## src/rtl/vector_mul_stream_out_if.sv

```systemverilog
// Operand-in / product-out stream bundle for vector_mul_stream_out.
// master = operand source and product consumer, slave = the multiplier block.
`default_nettype none

interface vector_mul_stream_out_if #(
  parameter int VEC_LEN = 5,
  parameter int DATA_W  = 32
);
  localparam int IDX_W = $clog2(VEC_LEN);

  logic                      in_valid;
  logic                      in_ready;
  logic [VEC_LEN*DATA_W-1:0] in_a;
  logic [VEC_LEN*DATA_W-1:0] in_b;
  logic                      out_valid;
  logic                      out_ready;
  logic [DATA_W-1:0]         out_data;
  logic [IDX_W-1:0]          out_idx;
  logic                      out_last;
  logic                      out_sat;
  logic                      busy;

  modport master (
    output in_valid, in_a, in_b, out_ready,
    input  in_ready, out_valid, out_data, out_idx, out_last, out_sat, busy
  );

  modport slave (
    input  in_valid, in_a, in_b, out_ready,
    output in_ready, out_valid, out_data, out_idx, out_last, out_sat, busy
  );
endinterface

`default_nettype wire

```

## src/rtl/vector_mul_stream_out.sv

```systemverilog
// Element-wise saturating fixed-point vector multiply, one shared multiplier, serial output.
// First product 1 cycle after accept, then one per cycle; stalls hold outputs, no input taken while streaming.
`default_nettype none

module vector_mul_stream_out #(
  parameter int VEC_LEN   = 5,
  parameter int DATA_W    = 32,
  parameter int FRAC_BITS = 16
) (
  input  logic                    clk,
  input  logic                    rst,
  vector_mul_stream_out_if.slave  bus
);
  localparam int IDX_W = $clog2(VEC_LEN);
  localparam int PW    = 2 * DATA_W;
  localparam logic [IDX_W-1:0] LAST_IDX = IDX_W'(VEC_LEN - 1);

  localparam logic [0:0] IDLE = 1'b0;
  localparam logic [0:0] RUN  = 1'b1;

  logic [0:0]               state;
  logic signed [DATA_W-1:0] a_mem [VEC_LEN];
  logic signed [DATA_W-1:0] b_mem [VEC_LEN];

  logic                     valid_q;
  logic [DATA_W-1:0]        data_q;
  logic [IDX_W-1:0]         idx_q;
  logic                     sat_q;
  logic                     last_q;

  logic [IDX_W-1:0]         nidx;
  logic signed [DATA_W-1:0] op_a;
  logic signed [DATA_W-1:0] op_b;
  logic signed [PW-1:0]     ext_a;
  logic signed [PW-1:0]     ext_b;
  logic signed [PW-1:0]     prod;
  logic signed [PW-1:0]     shifted;
  logic [PW-DATA_W:0]       hi_bits;
  logic                     ovf;
  logic [DATA_W-1:0]        res_data;

  // In IDLE the multiplier sees element 0 straight off the input bus so the
  // first product lands in the same edge that latches the operands.
  always_comb begin
    nidx = '0;
    if (state == RUN && idx_q != LAST_IDX) begin
      nidx = idx_q + IDX_W'(1);
    end
    op_a = a_mem[nidx];
    op_b = b_mem[nidx];
    if (state == IDLE) begin
      op_a = bus.in_a[DATA_W-1:0];
      op_b = bus.in_b[DATA_W-1:0];
    end
  end

  assign ext_a   = {{DATA_W{op_a[DATA_W-1]}}, op_a};
  assign ext_b   = {{DATA_W{op_b[DATA_W-1]}}, op_b};
  assign prod    = ext_a * ext_b;
  assign shifted = prod >>> FRAC_BITS;

  // Result fits only if every bit from the output sign bit upward agrees.
  assign hi_bits  = shifted[PW-1:DATA_W-1];
  assign ovf      = !((&hi_bits) || (~|hi_bits));
  assign res_data = !ovf ? shifted[DATA_W-1:0] :
                    shifted[PW-1] ? {1'b1, {(DATA_W-1){1'b0}}} :
                                    {1'b0, {(DATA_W-1){1'b1}}};

  always_ff @(posedge clk or posedge rst) begin
    if (rst) begin
      state   <= IDLE;
      valid_q <= 1'b0;
      data_q  <= '0;
      idx_q   <= '0;
      sat_q   <= 1'b0;
      last_q  <= 1'b0;
      for (int i = 0; i < VEC_LEN; i++) begin
        a_mem[i] <= '0;
        b_mem[i] <= '0;
      end
    end else begin
      case (state)
        IDLE: begin
          if (bus.in_valid) begin
            for (int i = 0; i < VEC_LEN; i++) begin
              a_mem[i] <= bus.in_a[i*DATA_W +: DATA_W];
              b_mem[i] <= bus.in_b[i*DATA_W +: DATA_W];
            end
            data_q  <= res_data;
            sat_q   <= ovf;
            idx_q   <= '0;
            last_q  <= 1'b0;
            valid_q <= 1'b1;
            state   <= RUN;
          end
        end
        RUN: begin
          if (bus.out_ready) begin
            if (idx_q == LAST_IDX) begin
              state   <= IDLE;
              valid_q <= 1'b0;
              last_q  <= 1'b0;
            end else begin
              idx_q  <= nidx;
              data_q <= res_data;
              sat_q  <= ovf;
              last_q <= (nidx == LAST_IDX);
            end
          end
        end
        default: state <= IDLE;
      endcase
    end
  end

  assign bus.in_ready  = (state == IDLE);
  assign bus.busy      = (state == RUN);
  assign bus.out_valid = valid_q;
  assign bus.out_data  = data_q;
  assign bus.out_idx   = idx_q;
  assign bus.out_sat   = sat_q;
  assign bus.out_last  = last_q;
endmodule

`default_nettype wire

```

## src/flat_wrapper.sv

```systemverilog
// flat-port wrapper written by rule: the top's interface ports become plain ports
module vector_mul_stream_out_flat 
#(
  parameter int VEC_LEN   = 5,
  parameter int DATA_W    = 32,
  parameter int FRAC_BITS = 16
)
  (clk, rst, bus_in_valid, bus_in_a, bus_in_b, bus_out_ready, bus_in_ready, bus_out_valid, bus_out_data, bus_out_idx, bus_out_last, bus_out_sat, bus_busy);
  vector_mul_stream_out_if #(.VEC_LEN(VEC_LEN), .DATA_W(DATA_W)) bus_i ();
  input  logic clk;
  input  logic rst;
  input wire logic [$bits(bus_i.in_valid)-1:0] bus_in_valid;
  input wire logic [$bits(bus_i.in_a)-1:0] bus_in_a;
  input wire logic [$bits(bus_i.in_b)-1:0] bus_in_b;
  input wire logic [$bits(bus_i.out_ready)-1:0] bus_out_ready;
  output wire logic [$bits(bus_i.in_ready)-1:0] bus_in_ready;
  output wire logic [$bits(bus_i.out_valid)-1:0] bus_out_valid;
  output wire logic [$bits(bus_i.out_data)-1:0] bus_out_data;
  output wire logic [$bits(bus_i.out_idx)-1:0] bus_out_idx;
  output wire logic [$bits(bus_i.out_last)-1:0] bus_out_last;
  output wire logic [$bits(bus_i.out_sat)-1:0] bus_out_sat;
  output wire logic [$bits(bus_i.busy)-1:0] bus_busy;
  assign bus_i.in_valid = bus_in_valid;
  assign bus_i.in_a = bus_in_a;
  assign bus_i.in_b = bus_in_b;
  assign bus_i.out_ready = bus_out_ready;
  assign bus_in_ready = bus_i.in_ready;
  assign bus_out_valid = bus_i.out_valid;
  assign bus_out_data = bus_i.out_data;
  assign bus_out_idx = bus_i.out_idx;
  assign bus_out_last = bus_i.out_last;
  assign bus_out_sat = bus_i.out_sat;
  assign bus_busy = bus_i.busy;
  vector_mul_stream_out #(.VEC_LEN(VEC_LEN), .DATA_W(DATA_W), .FRAC_BITS(FRAC_BITS)) u_core (.clk(clk), .rst(rst), .bus(bus_i));
endmodule
```

## config.mk

```make
export PLATFORM = sky130hd
export DESIGN_NAME = vector_mul_stream_out_flat
export DESIGN_NICKNAME = d
export VERILOG_FILES = /design/src/rtl/vector_mul_stream_out_if.sv /design/src/rtl/vector_mul_stream_out.sv /design/src/flat_wrapper.sv
export SDC_FILE = /design/constraint.sdc
export NUM_CORES = 2
export LEC_CHECK = 0
export ABC_CLOCK_PERIOD_IN_PS = 13900
export CORE_ASPECT_RATIO = 0.75
export CORE_MARGIN = 3
export CORE_UTILIZATION = 25
export DETAILED_ROUTE_END_ITERATION = 10
export PLACE_DENSITY = 0.37
export SYNTH_ARGS = -nofsm -noshare
export SYNTH_HDL_FRONTEND = slang
export SYNTH_SLANG_ARGS = --single-unit
```

## constraint.sdc

```tcl
create_clock -name clk -period 13.9 [get_ports clk]
set_input_delay 1.39 -clock clk [delete_from_list [all_inputs] [get_ports clk]]
set_output_delay 1.39 -clock clk [all_outputs]
set_load 0.01 [all_outputs]
```

==> results by group <==
Die
  – Row count: 145
  – Die Y: 405.5 um
  – DIE WIDTH: 538.6 um
  – Core footprint: 209,900 sq um
  – Die area: 218,400 sq um
  – Initial Util: 0.2534
  – # IOs: 364

Synth
  – Mapped Area: 53,200 sq um
  – Main synth FF type: dfrtp_1
  – Post-synthesis cell type count: 85
  – Mean Syn Cell Area: 8.505 sq um
  – Net Count, Synth: approximately 7,800
  – Synth async-reset ratio: 1.000
  – Sequential area share after synthesis: 0.1689
  – Yosys warnings: 0
  – FF+latch count, synth: 359
  – Post-synth EDFFs: 0
  – Mapped Cells: 6,255

Timing
  – Worst-Margin Slew: 1316 ps
  – Setup Skew: 31.00 ps
  – Final worst slack: 696.0 ps
  – Crit share post-route: 0.9499
  – Final Hold Viols: 0
  – Setup tns final: 0 ps
  – Final setup fails: 0
  – RSZ-0062 raised after global routing: no
  – Slew headroom: 0.1113
  – Fmax achieved: 75.73 MHz
  – Min Tclk post-route: roughly 13,000 ps
  – Fin. max-slew vios: 0

Critical path
  – Max incr delay on CP: roughly 1100 ps
  – Worst-path fanout max: 28
  – Crit path capture type: flip-flop
  – Startpoint Class: flip-flop
  – WP data arrival: 13,700 ps
  – Slowest CP cell: o311ai_0
  – Critical Path RT: 14,390 ps
  – WS Path Type: flip-flop to flip-flop
  – R2R Setup Slk: 700 ps
  – CP most frequent cell: fa_1

Clock network
  – TritonCTS Sinks: 359
  – Hold buffers post-CTS: 0
  – Num CTS Buffers: 44
  – H-tree depth: 2
  – CTS root buffer: clkbuf_16
  – Skew-Pair Late Insertion Delay: 650 ps
  – Clock-pin slew on the worst setup and hold paths: 60 ps
  – Longest Clk Path Bufs: 3
  – TritonCTS clock tree: done

Finish
  – Commonest non-fill, non-tap cells in the layout: 1,833 x nand2_1, 1,081 x fa_1, 926 x inv_1
  – Nets: between 8,000 and 9,000
  – Core Util, Final: 0.2976
  – Layout Cells excl Fill: 9,351
  – Share of cells above drive strength 1: 0.06108
  – Commonest non-fill, non-tap cell in the layout: nand2_1
  – Area grow syn2layout: 17.43%

Route
  – DRC: 0
  – Iteration-0 DRC count of the detailed router: 3,865
  – Detailed Routing Iterations Pass 1: 7
  – Avg WL per Cell: between 20 and 30 um
  – Routed Antenna Nets: 0
  – Drt via density: 4.743
  – Vias: 44,350
  – WL final: ~240 mm

Outcome
  – Status: finished, final reports clean

Global route
  – Remaining global-route overflow: 0
  – Global-route usage over all layers: 0.2170
  – Pin count of the biggest net entering global routing: ~190
  – First-pass GRT wire length: 345.0 mm
  – Initial antenna violation count: 12
  – Vias in the first global route: 47,690

Place
  – Inst Count DP: 9,253
  – IO Port Bufs: 363
  – Final GP Congestion: 0.8998
  – Hpwl dp: about 190 mm
  – Pre-CTS WS: 135.8 ps

Min path
  – Hold crit path type: flip-flop to flip-flop

Job
  – Max Cap Viol: 0
kinds of logic after synthesis:
group                      share of synthesized area
adders and majority gates                     0.4496
muxes                                        0.01148
buffers and inverters                        0.09062
xor gates and xnor gates                    0.008491
DFF                                           0.1689
AOI/OAI and AO/OA                            0.06442
and+or+nand+nor                               0.2065
path summary, 6_finish.rpt:
path	from	endpoint	cells past startpoint
max in group asynchronous	rst	u_core.bus.busy$_DFF_PP0_	4
min reg2reg	u_core.bus.out_data[31]$_DFFE_PP0P_	u_core.bus.out_data[31]$_DFFE_PP0P_	2
max	u_core.bus.out_idx[0]$_DFFE_PP0P_	u_core.bus.out_data[4]$_DFFE_PP0P_	36
min	u_core.bus.out_data[31]$_DFFE_PP0P_	u_core.bus.out_data[31]$_DFFE_PP0P_	2
min in group asynchronous	rst	u_core.b_mem[51]$_DFFE_PP0P_	2
max reg2reg	u_core.bus.out_idx[0]$_DFFE_PP0P_	u_core.bus.out_data[4]$_DFFE_PP0P_	36
critical path: cells and delay by family (launching register included):
family,cells,cell delay (ps)
and+or+nand+nor,10,3090
buffers and inverters,7,1570
AOI/OAI and AO/OA,9,3480
adders and majority gates,10,4450
DFF,1,380
metrics by stage:
| stage | hold slack (ps) | instance area (sq um) |
|---|---|---|
| 2_1_floorplan | 436.9 | 53200 |
| 3_3_place_gp | 457.0 | 60870 |
| 3_5_place_dp | 460.9 | 60870 |
| 4_1_cts | 475.5 | 62330 |
| 5_1_grt | 488.4 | 62450 |
| 6_report | 469.7 | 62470 |
routing by layer:
layer,vias to the layer above,share of wire,routed length [um],global-route usage
li1,19460,-,-,-
met1,23390,0.47,110600,0.3132
met2,1352,0.45,105500,0.3443
met3,153,0.064,15030,0.03699
met4,2,0.017,4011,0.03767
met5,-,0.000055,13,0
synth_stat cells (all sizes together) (8+ instances only):
cell type | count | area share
a31oi | 10 | 0.0012
or2 | 19 | 0.0022
nor2 | 720 | 0.051
dfrtp | 359 | 0.17
mux2i | 52 | 0.0098
or3 | 8 | 0.00094
o21ai | 145 | 0.014
a21oi | 120 | 0.011
nor2b | 11 | 0.0013
and3 | 9 | 0.0011
nand2 | 1836 | 0.13
buf | 26 | 0.0031
and2 | 25 | 0.0029
inv | 929 | 0.066
o211ai | 40 | 0.0085
nand4 | 36 | 0.0042
xor2 | 18 | 0.0030
xnor2 | 31 | 0.0051
nand2b | 17 | 0.0020
a221oi | 8 | 0.0014
a22oi | 8 | 0.0014
a211oi | 12 | 0.0017
nand3 | 23 | 0.0022
nor3 | 19 | 0.0018
nor4 | 17 | 0.0024
and4 | 18 | 0.0030
fa | 1081 | 0.41
clkbuf | 311 | 0.022
a222oi | 54 | 0.010
a21o | 18 | 0.0025
ha | 182 | 0.043
repair_timing:
item / 4_1_cts / 5_1_grt
gates resized for setup: 0 / 3
setup endpoints to repair: 0 / 32
buffers inserted: 0 / 9
area by class of cell:
type                       count  area (sq um)
inverter                     929          3495
antenna                        9         22.52
sequential                   359          8987
fill                       22460        147400
tap                         2793          3495
clock buffer                  70          1309
multi-input combinational   4630         39870
clock inverter                10         146.4
timing repair buffer         551          5145
flip-flops by register name, indices dropped and copies added, names as in the netlist:
name / cells
u_core.bus.busy: 1
u_core.a_mem: 160
u_core.bus.out_sat: 1
u_core.bus.out_data: 32
u_core.bus.out_valid: 1
u_core.bus.out_idx: 3
u_core.bus.out_last: 1
u_core.b_mem: 160
Power is not shown: default switching activity piles up to over one toggle a cycle in this logic, so the estimate is an artifact.
